--- config.mk ---
export PLATFORM = sky130hd
export DESIGN_NAME = fetch_unit_flat
export DESIGN_NICKNAME = d
export VERILOG_FILES = /design/src/rtl/fetch_unit_if.sv /design/src/rtl/fetch_unit.sv /design/src/flat_wrapper.sv
export SDC_FILE = /design/constraint.sdc
export NUM_CORES = 1
export LEC_CHECK = 0
export ABC_CLOCK_PERIOD_IN_PS = 3900
export BUFFER_PORTS_ARGS = -buffer_cell sky130_fd_sc_hd__buf_4
export CORE_ASPECT_RATIO = 1.2
export CORE_MARGIN = 2
export CORE_UTILIZATION = 45
export DETAILED_ROUTE_END_ITERATION = 7
export PLACE_DENSITY = 0.71
export SYNTH_ARGS = -nofsm -noshare
export SYNTH_HDL_FRONTEND = slang
export SYNTH_SLANG_ARGS = --single-unit
--- constraint.sdc ---
create_clock -name clk -period 3.9 [get_ports clk]
set_input_delay 0.78 -clock clk [delete_from_list [all_inputs] [get_ports clk]]
set_output_delay 0.78 -clock clk [all_outputs]
set_load 0.02 [all_outputs]
--- src/rtl/fetch_unit_if.sv ---
`default_nettype none
// ============================================================================
//  Module      : fetch_unit_if
//  Description : Bus bundle between the fetch stage, its instruction memory,
//                the hazard/branch control and the decoder.
//  Revision    : 1.0 - initial release
// ============================================================================
interface fetch_unit_if #(
  parameter int ADDR_W = 10
);
  logic              stall;
  logic              redirect_valid;
  logic [ADDR_W-1:0] redirect_addr;
  logic [ADDR_W-1:0] imem_addr;
  logic [17:0]       imem_data;
  logic [17:0]       inst;
  logic [ADDR_W-1:0] inst_pc;
  logic              inst_valid;
  logic              mem_second;

  // Fetch stage side
  modport master (
    input  stall, redirect_valid, redirect_addr, imem_data,
    output imem_addr, inst, inst_pc, inst_valid, mem_second
  );

  // Environment side (control, memory, decoder)
  modport slave (
    output stall, redirect_valid, redirect_addr, imem_data,
    input  imem_addr, inst, inst_pc, inst_valid, mem_second
  );
endinterface
`default_nettype wire

--- src/rtl/fetch_unit.sv ---
`default_nettype none
// ============================================================================
//  Module      : fetch_unit
//  Description : Instruction fetch stage. Owns the PC, drives a synchronous
//                read instruction memory, presents one registered instruction
//                per cycle, repeats LOAD/STOR for their second cycle and
//                inserts NOP bubbles on stalls and redirects.
//  Revision    : 1.0 - initial release
// ============================================================================
module fetch_unit #(
  parameter int              ADDR_W   = 10,
  parameter logic [ADDR_W-1:0] RESET_PC = '0,
  parameter logic [17:0]     NOP_INST = 18'h00020
) (
  input  logic            clk,
  input  logic            reset,
  fetch_unit_if.master    bus
);

  typedef enum logic [0:0] {
    ST_RUN  = 1'b0,
    ST_HOLD = 1'b1
  } state_t;

  // Registered state
  state_t            r_state;
  logic [ADDR_W-1:0] r_pc;
  logic [ADDR_W-1:0] r_fetch_pc;
  logic              r_fetch_vld;
  logic [17:0]       r_inst;
  logic [ADDR_W-1:0] r_inst_pc;
  logic              r_inst_valid;
  logic              r_mem_second;

  // Next-state values
  state_t            w_nxt_state;
  logic [ADDR_W-1:0] w_nxt_pc;
  logic [ADDR_W-1:0] w_nxt_fetch_pc;
  logic              w_nxt_fetch_vld;
  logic [17:0]       w_nxt_inst;
  logic [ADDR_W-1:0] w_nxt_inst_pc;
  logic              w_nxt_inst_valid;
  logic              w_nxt_mem_second;
  logic [ADDR_W-1:0] w_imem_addr;
  logic              w_is_mem;

  // LOAD/STOR decode of the word arriving from memory (needs a second cycle)
  assign w_is_mem = (bus.imem_data[17:16] == 2'b00) &&
                    (bus.imem_data[15:12] == 4'b0100) &&
                    ((bus.imem_data[7:4] == 4'b0000) ||
                     (bus.imem_data[7:4] == 4'b0100));

  // State register; reset may land at any point, including mid-HOLD
  always_ff @(posedge clk or posedge reset) begin
    if (reset) begin
      r_state      <= ST_RUN;
      r_pc         <= RESET_PC;
      r_fetch_pc   <= '0;
      r_fetch_vld  <= 1'b0;
      r_inst       <= NOP_INST;
      r_inst_pc    <= '0;
      r_inst_valid <= 1'b0;
      r_mem_second <= 1'b0;
    end else begin
      r_state      <= w_nxt_state;
      r_pc         <= w_nxt_pc;
      r_fetch_pc   <= w_nxt_fetch_pc;
      r_fetch_vld  <= w_nxt_fetch_vld;
      r_inst       <= w_nxt_inst;
      r_inst_pc    <= w_nxt_inst_pc;
      r_inst_valid <= w_nxt_inst_valid;
      r_mem_second <= w_nxt_mem_second;
    end
  end

  // Next-state and memory address: redirect beats HOLD beats stall beats run
  always_comb begin
    w_nxt_state      = r_state;
    w_nxt_pc         = r_pc;
    w_nxt_fetch_pc   = r_fetch_pc;
    w_nxt_fetch_vld  = r_fetch_vld;
    w_nxt_inst       = r_inst;
    w_nxt_inst_pc    = r_inst_pc;
    w_nxt_inst_valid = r_inst_valid;
    w_nxt_mem_second = r_mem_second;

    // While frozen, re-read the in-flight address so imem_data stays valid
    if (bus.redirect_valid) begin
      w_imem_addr = bus.redirect_addr;
    end else if (bus.stall || (r_state == ST_HOLD)) begin
      w_imem_addr = r_fetch_pc;
    end else begin
      w_imem_addr = r_pc;
    end

    if (bus.redirect_valid) begin
      // Target is fetched now; one bubble covers the memory latency.
      // Also squashes a LOAD/STOR capture on this edge, so no HOLD.
      w_nxt_pc         = bus.redirect_addr + 1'b1;
      w_nxt_fetch_pc   = bus.redirect_addr;
      w_nxt_fetch_vld  = 1'b1;
      w_nxt_inst       = NOP_INST;
      w_nxt_inst_valid = 1'b0;
      w_nxt_mem_second = 1'b0;
      w_nxt_state      = ST_RUN;
    end else begin
      case (r_state)
        ST_HOLD: begin
          // Repeat the same LOAD/STOR word, flagged as its second cycle
          w_nxt_inst_valid = 1'b1;
          w_nxt_mem_second = 1'b1;
          if (!bus.stall) begin
            w_nxt_state = ST_RUN;
          end
        end
        default: begin
          if (!bus.stall) begin
            w_nxt_pc         = r_pc + 1'b1;
            w_nxt_fetch_pc   = r_pc;
            w_nxt_fetch_vld  = 1'b1;
            w_nxt_mem_second = 1'b0;
            if (r_fetch_vld) begin
              w_nxt_inst       = bus.imem_data;
              w_nxt_inst_pc    = r_fetch_pc;
              w_nxt_inst_valid = 1'b1;
              if (w_is_mem) begin
                w_nxt_state = ST_HOLD;
              end
            end else begin
              w_nxt_inst       = NOP_INST;
              w_nxt_inst_valid = 1'b0;
            end
          end
        end
      endcase
    end
  end

  assign bus.imem_addr  = w_imem_addr;
  assign bus.inst       = r_inst;
  assign bus.inst_pc    = r_inst_pc;
  assign bus.inst_valid = r_inst_valid;
  assign bus.mem_second = r_mem_second;

endmodule
`default_nettype wire

--- src/flat_wrapper.sv ---
// flat-port wrapper written by rule: the top's interface ports become plain ports
module fetch_unit_flat 
#(
  parameter int              ADDR_W   = 10,
  parameter logic [ADDR_W-1:0] RESET_PC = '0,
  parameter logic [17:0]     NOP_INST = 18'h00020
)
  (clk, reset, bus_stall, bus_redirect_valid, bus_redirect_addr, bus_imem_data, bus_imem_addr, bus_inst, bus_inst_pc, bus_inst_valid, bus_mem_second);
  fetch_unit_if #(.ADDR_W(ADDR_W)) bus_i ();
  input  logic clk;
  input  logic reset;
  input wire logic [$bits(bus_i.stall)-1:0] bus_stall;
  input wire logic [$bits(bus_i.redirect_valid)-1:0] bus_redirect_valid;
  input wire logic [$bits(bus_i.redirect_addr)-1:0] bus_redirect_addr;
  input wire logic [$bits(bus_i.imem_data)-1:0] bus_imem_data;
  output wire logic [$bits(bus_i.imem_addr)-1:0] bus_imem_addr;
  output wire logic [$bits(bus_i.inst)-1:0] bus_inst;
  output wire logic [$bits(bus_i.inst_pc)-1:0] bus_inst_pc;
  output wire logic [$bits(bus_i.inst_valid)-1:0] bus_inst_valid;
  output wire logic [$bits(bus_i.mem_second)-1:0] bus_mem_second;
  assign bus_i.stall = bus_stall;
  assign bus_i.redirect_valid = bus_redirect_valid;
  assign bus_i.redirect_addr = bus_redirect_addr;
  assign bus_i.imem_data = bus_imem_data;
  assign bus_imem_addr = bus_i.imem_addr;
  assign bus_inst = bus_i.inst;
  assign bus_inst_pc = bus_i.inst_pc;
  assign bus_inst_valid = bus_i.inst_valid;
  assign bus_mem_second = bus_i.mem_second;
  fetch_unit #(.ADDR_W(ADDR_W), .RESET_PC(RESET_PC), .NOP_INST(NOP_INST)) u_core (.clk(clk), .reset(reset), .bus(bus_i));
endmodule
==> impl_metrics.env <==
export IMPL_hold_viol=0
export IMPL_cts_buffers=5
export IMPL_seqCellArea_um2=1303
export IMPL_multi_input_area_um2=1071
export IMPL_synth_top_cells_by_count="dfrtp_1, o21ai_0, nand2_1"
export IMPL_syn2layout_area_growth_pct=26.65
export IMPL_clkSlewWorstSetupHoldPaths_ns=0.09
export IMPL_crit_path_max_fanout=7
export IMPL_nFillCells=472
export IMPL_grt_usage_pct=18.76
export IMPL_reg2regPathDepth=4
export IMPL_cp_data_required_time_ns=3.12
export IMPL_setup_tns_ns=0
export IMPL_fmax_ghz=0.3726
export IMPL_internal_power_mw=0.9418
export IMPL_final_area_um2=3122
export IMPL_grtUsageMet1_pct=25.25
export IMPL_cp_cell_sequence="buf_4 -> or2_1 -> mux2i_1 -> o21ai_0 -> buf_4"
export IMPL_clock_skew_ns=0.005852
export IMPL_cpMaxStageDelayCell="or2_1"
export IMPL_relSlewSlack_pct=27.80
export IMPL_synth_top_cells_by_area="dfrtp_1, a22o_1, mux2i_1"
export IMPL_dp_cells=340
export IMPL_status="completed"
export IMPL_drive_above_1_share_pct=34.62
export IMPL_start_kind="input pin"
export IMPL_clock_sinks=52
export IMPL_power_switching_share_pct=29.48
export IMPL_core_um2=5298
export IMPL_clock_power_share_pct=27.5
export IMPL_fin_crit_sh_pct=68.81
export IMPL_dp_hpwl_um=3711
export IMPL_min_path_type="register to register"
export IMPL_placementRows=29
export IMPL_synth_most_common_cell="dfrtp_1"
export IMPL_detail_route_antenna_nets=0
export IMPL_p_leak_nw=1.499
export IMPL_cts_setup_buffers=0
export IMPL_grt_start_max_net_pins=56
export IMPL_drv_cap=0
export IMPL_synthDistinctLibCells=38
export IMPL_drtIter0Drc=118
export IMPL_start_util_pct=46.53
export IMPL_synth_seq_cells=52
export IMPL_wl_per_cell_um=15.51
export IMPL_power_density_nw_per_um2=427.8
export IMPL_nets=318
export IMPL_synth_edff_count=0
export IMPL_cp_num_buf_inv=2
export IMPL_antenna_cells=0
export IMPL_dr_pass1_iters=4
export IMPL_antenna_found_initial=0
export IMPL_grt_pass1_wl_um=8997
export IMPL_ys_warn_count=0
export IMPL_syn_inst=218
export IMPL_vias=1903
export IMPL_final_util_pct=58.93
export IMPL_synth_top_cell_by_area="dfrtp_1"
export IMPL_fin_crit_ns=2.684
export IMPL_grt_use_met2_pct=30.13
export IMPL_cp_top_family="simple AND/OR/NAND/NOR gates"
export IMPL_cts_resized=0
export IMPL_avgSynthCellArea_um2=11.31
export IMPL_overflow=0
export IMPL_worst_path_most_repeated_cell="buf_4"
export IMPL_pre_cts_ws_ns=1.182
export IMPL_cts_tree="built"
export IMPL_syn_nets=251
export IMPL_die_area_um2=6088
export IMPL_htree_levels=2
export IMPL_design_portCount=72
export IMPL_fin_ws_ns=1.216
export IMPL_hold_ws_ns=0.5044
export IMPL_comb_power_share_pct=24.0
export IMPL_drc=0
export IMPL_pwr_share_seq_pct=48.6
export IMPL_grt_busiest_layer="met2"
export IMPL_path_depth=5
export IMPL_grt_setup_unrepaired="false"
export IMPL_placed_area_um2=3014
export IMPL_layoutNonFillerInstCount=348
export IMPL_critPathMaxStageDelay_ns=0.38
export IMPL_wl_um=5399
export IMPL_slew_viol_final=0
export IMPL_worst_pin_slew_ns=1.081
export IMPL_arrival_ns=1.90
export IMPL_vias_per_cell=5.468
export IMPL_setup_violations=0
export IMPL_total_power_mw=1.336
export IMPL_switchingPower_mw=0.3938
export IMPL_grtUsageMet3_pct=3.800
export IMPL_cts_root_buf="clkbuf_8"
export IMPL_portBuffers=71
export IMPL_ir_drop_mv=0.2391
export IMPL_clock_latency_ns=0.30
export IMPL_cts_hold_fix_buffers=0
export IMPL_async_flop_share_pct=100.0
export IMPL_endpoint_kind="output pin"
export IMPL_worstSetupPathType="input pin to output pin"
export IMPL_syn_area_um2=2465
export IMPL_cts_buffer_depth=2
export IMPL_die_w_um=71.56
export IMPL_synth_top_area_share_pct=51.78
export IMPL_grt_pass1_vias=1880
export IMPL_place_congestion=0.7441
export IMPL_ys_seq_area_share_pct=52.84
export IMPL_fp_dieH_um=85.08
export IMPL_synthFlopType="dfrtp_1"
export IMPL_holdPathStages=1
-- flip-flops by register name, summed over array words and instances (netlist names) --
name and cells:
u_core.bus.inst_valid 1, u_core.r_fetch_pc 10, u_core.bus.inst_pc 10, u_core.bus.inst 18, u_core.r_fetch_vld 1, u_core.r_pc 10, u_core.bus.mem_second 1, u_core.r_state 1
-- placed cells by master, fill, tap and decap left out, drive strengths merged, types with 2 or more instances in the layout --
| master | count |
|---|---|
| inv | 6 |
| a22o | 17 |
| nor2 | 13 |
| nand2 | 18 |
| and4 | 3 |
| nand3 | 4 |
| xnor2 | 7 |
| xor2 | 7 |
| buf | 72 |
| o21ai | 25 |
| nand4 | 3 |
| mux2i | 14 |
| dfrtp | 51 |
| a21oi | 9 |
| nor3 | 2 |
| clkbuf | 6 |
| nand4b | 2 |
| mux2 | 11 |
-- layout make-up --
| class | instances | area share, % |
|---|---|---|
| clock buffer | 6 | 2.325 |
| clock inverter | 2 | 1.122 |
| inverter | 6 | 0.7214 |
| multi-input combinational | 148 | 34.31 |
| sequential | 52 | 41.72 |
| tap | 62 | 2.485 |
| timing repair buffer | 72 | 17.31 |
-- power groups by stage --
stage,Sequential (mW),Combinational [mW],Clock (mW)
final,0.649,0.320,0.367
after global routing,0.659,0.348,0.404
after floorplan,0.692,0.157,0
after CTS,0.650,0.325,0.378
after global placement,0.659,0.320,0
after detailed placement,0.660,0.324,0
-- logic make-up after synthesis --
kind of cell,after synthesis,share of synthesized area [%]
adders and majority gates,1,0.5075
DFF,52,52.84
muxes,25,10.71
buffers and inverters,18,3.705
and+or+nand+nor,52,11.88
xor gates and xnor gates,14,4.975
AOI/OAI and AO/OA,56,15.38
-- worst paths after layout --
kind                                                 from                                 to  slack (ns)
max                                             bus_stall                   bus_imem_addr[6]        1.22
min                        u_core.bus.inst[3]$_DFFE_PP0P_     u_core.bus.inst[3]$_DFFE_PP0P_        0.50
max reg2reg                      u_core.r_state$_DFF_PP0_  u_core.bus.inst_pc[7]$_DFFE_PP0P_        1.74
min reg2reg                u_core.bus.inst[3]$_DFFE_PP0P_     u_core.bus.inst[3]$_DFFE_PP0P_        0.50
max in group asynchronous                           reset   u_core.r_fetch_pc[7]$_DFFE_PP0P_        2.49
min in group asynchronous                           reset     u_core.bus.inst[6]$_DFFE_PP0P_        0.75
-- routing by layer --
| layer | wire length (um) | part of all wire [%] |
|---|---|---|
| met4 | 74 | 1.4 |
| met1 | 2425 | 45 |
| met5 | 0 | 0 |
| met2 | 2588 | 48 |
| met3 | 310 | 5.7 |
No activity file was read; power rests on OpenSTA's default activity.
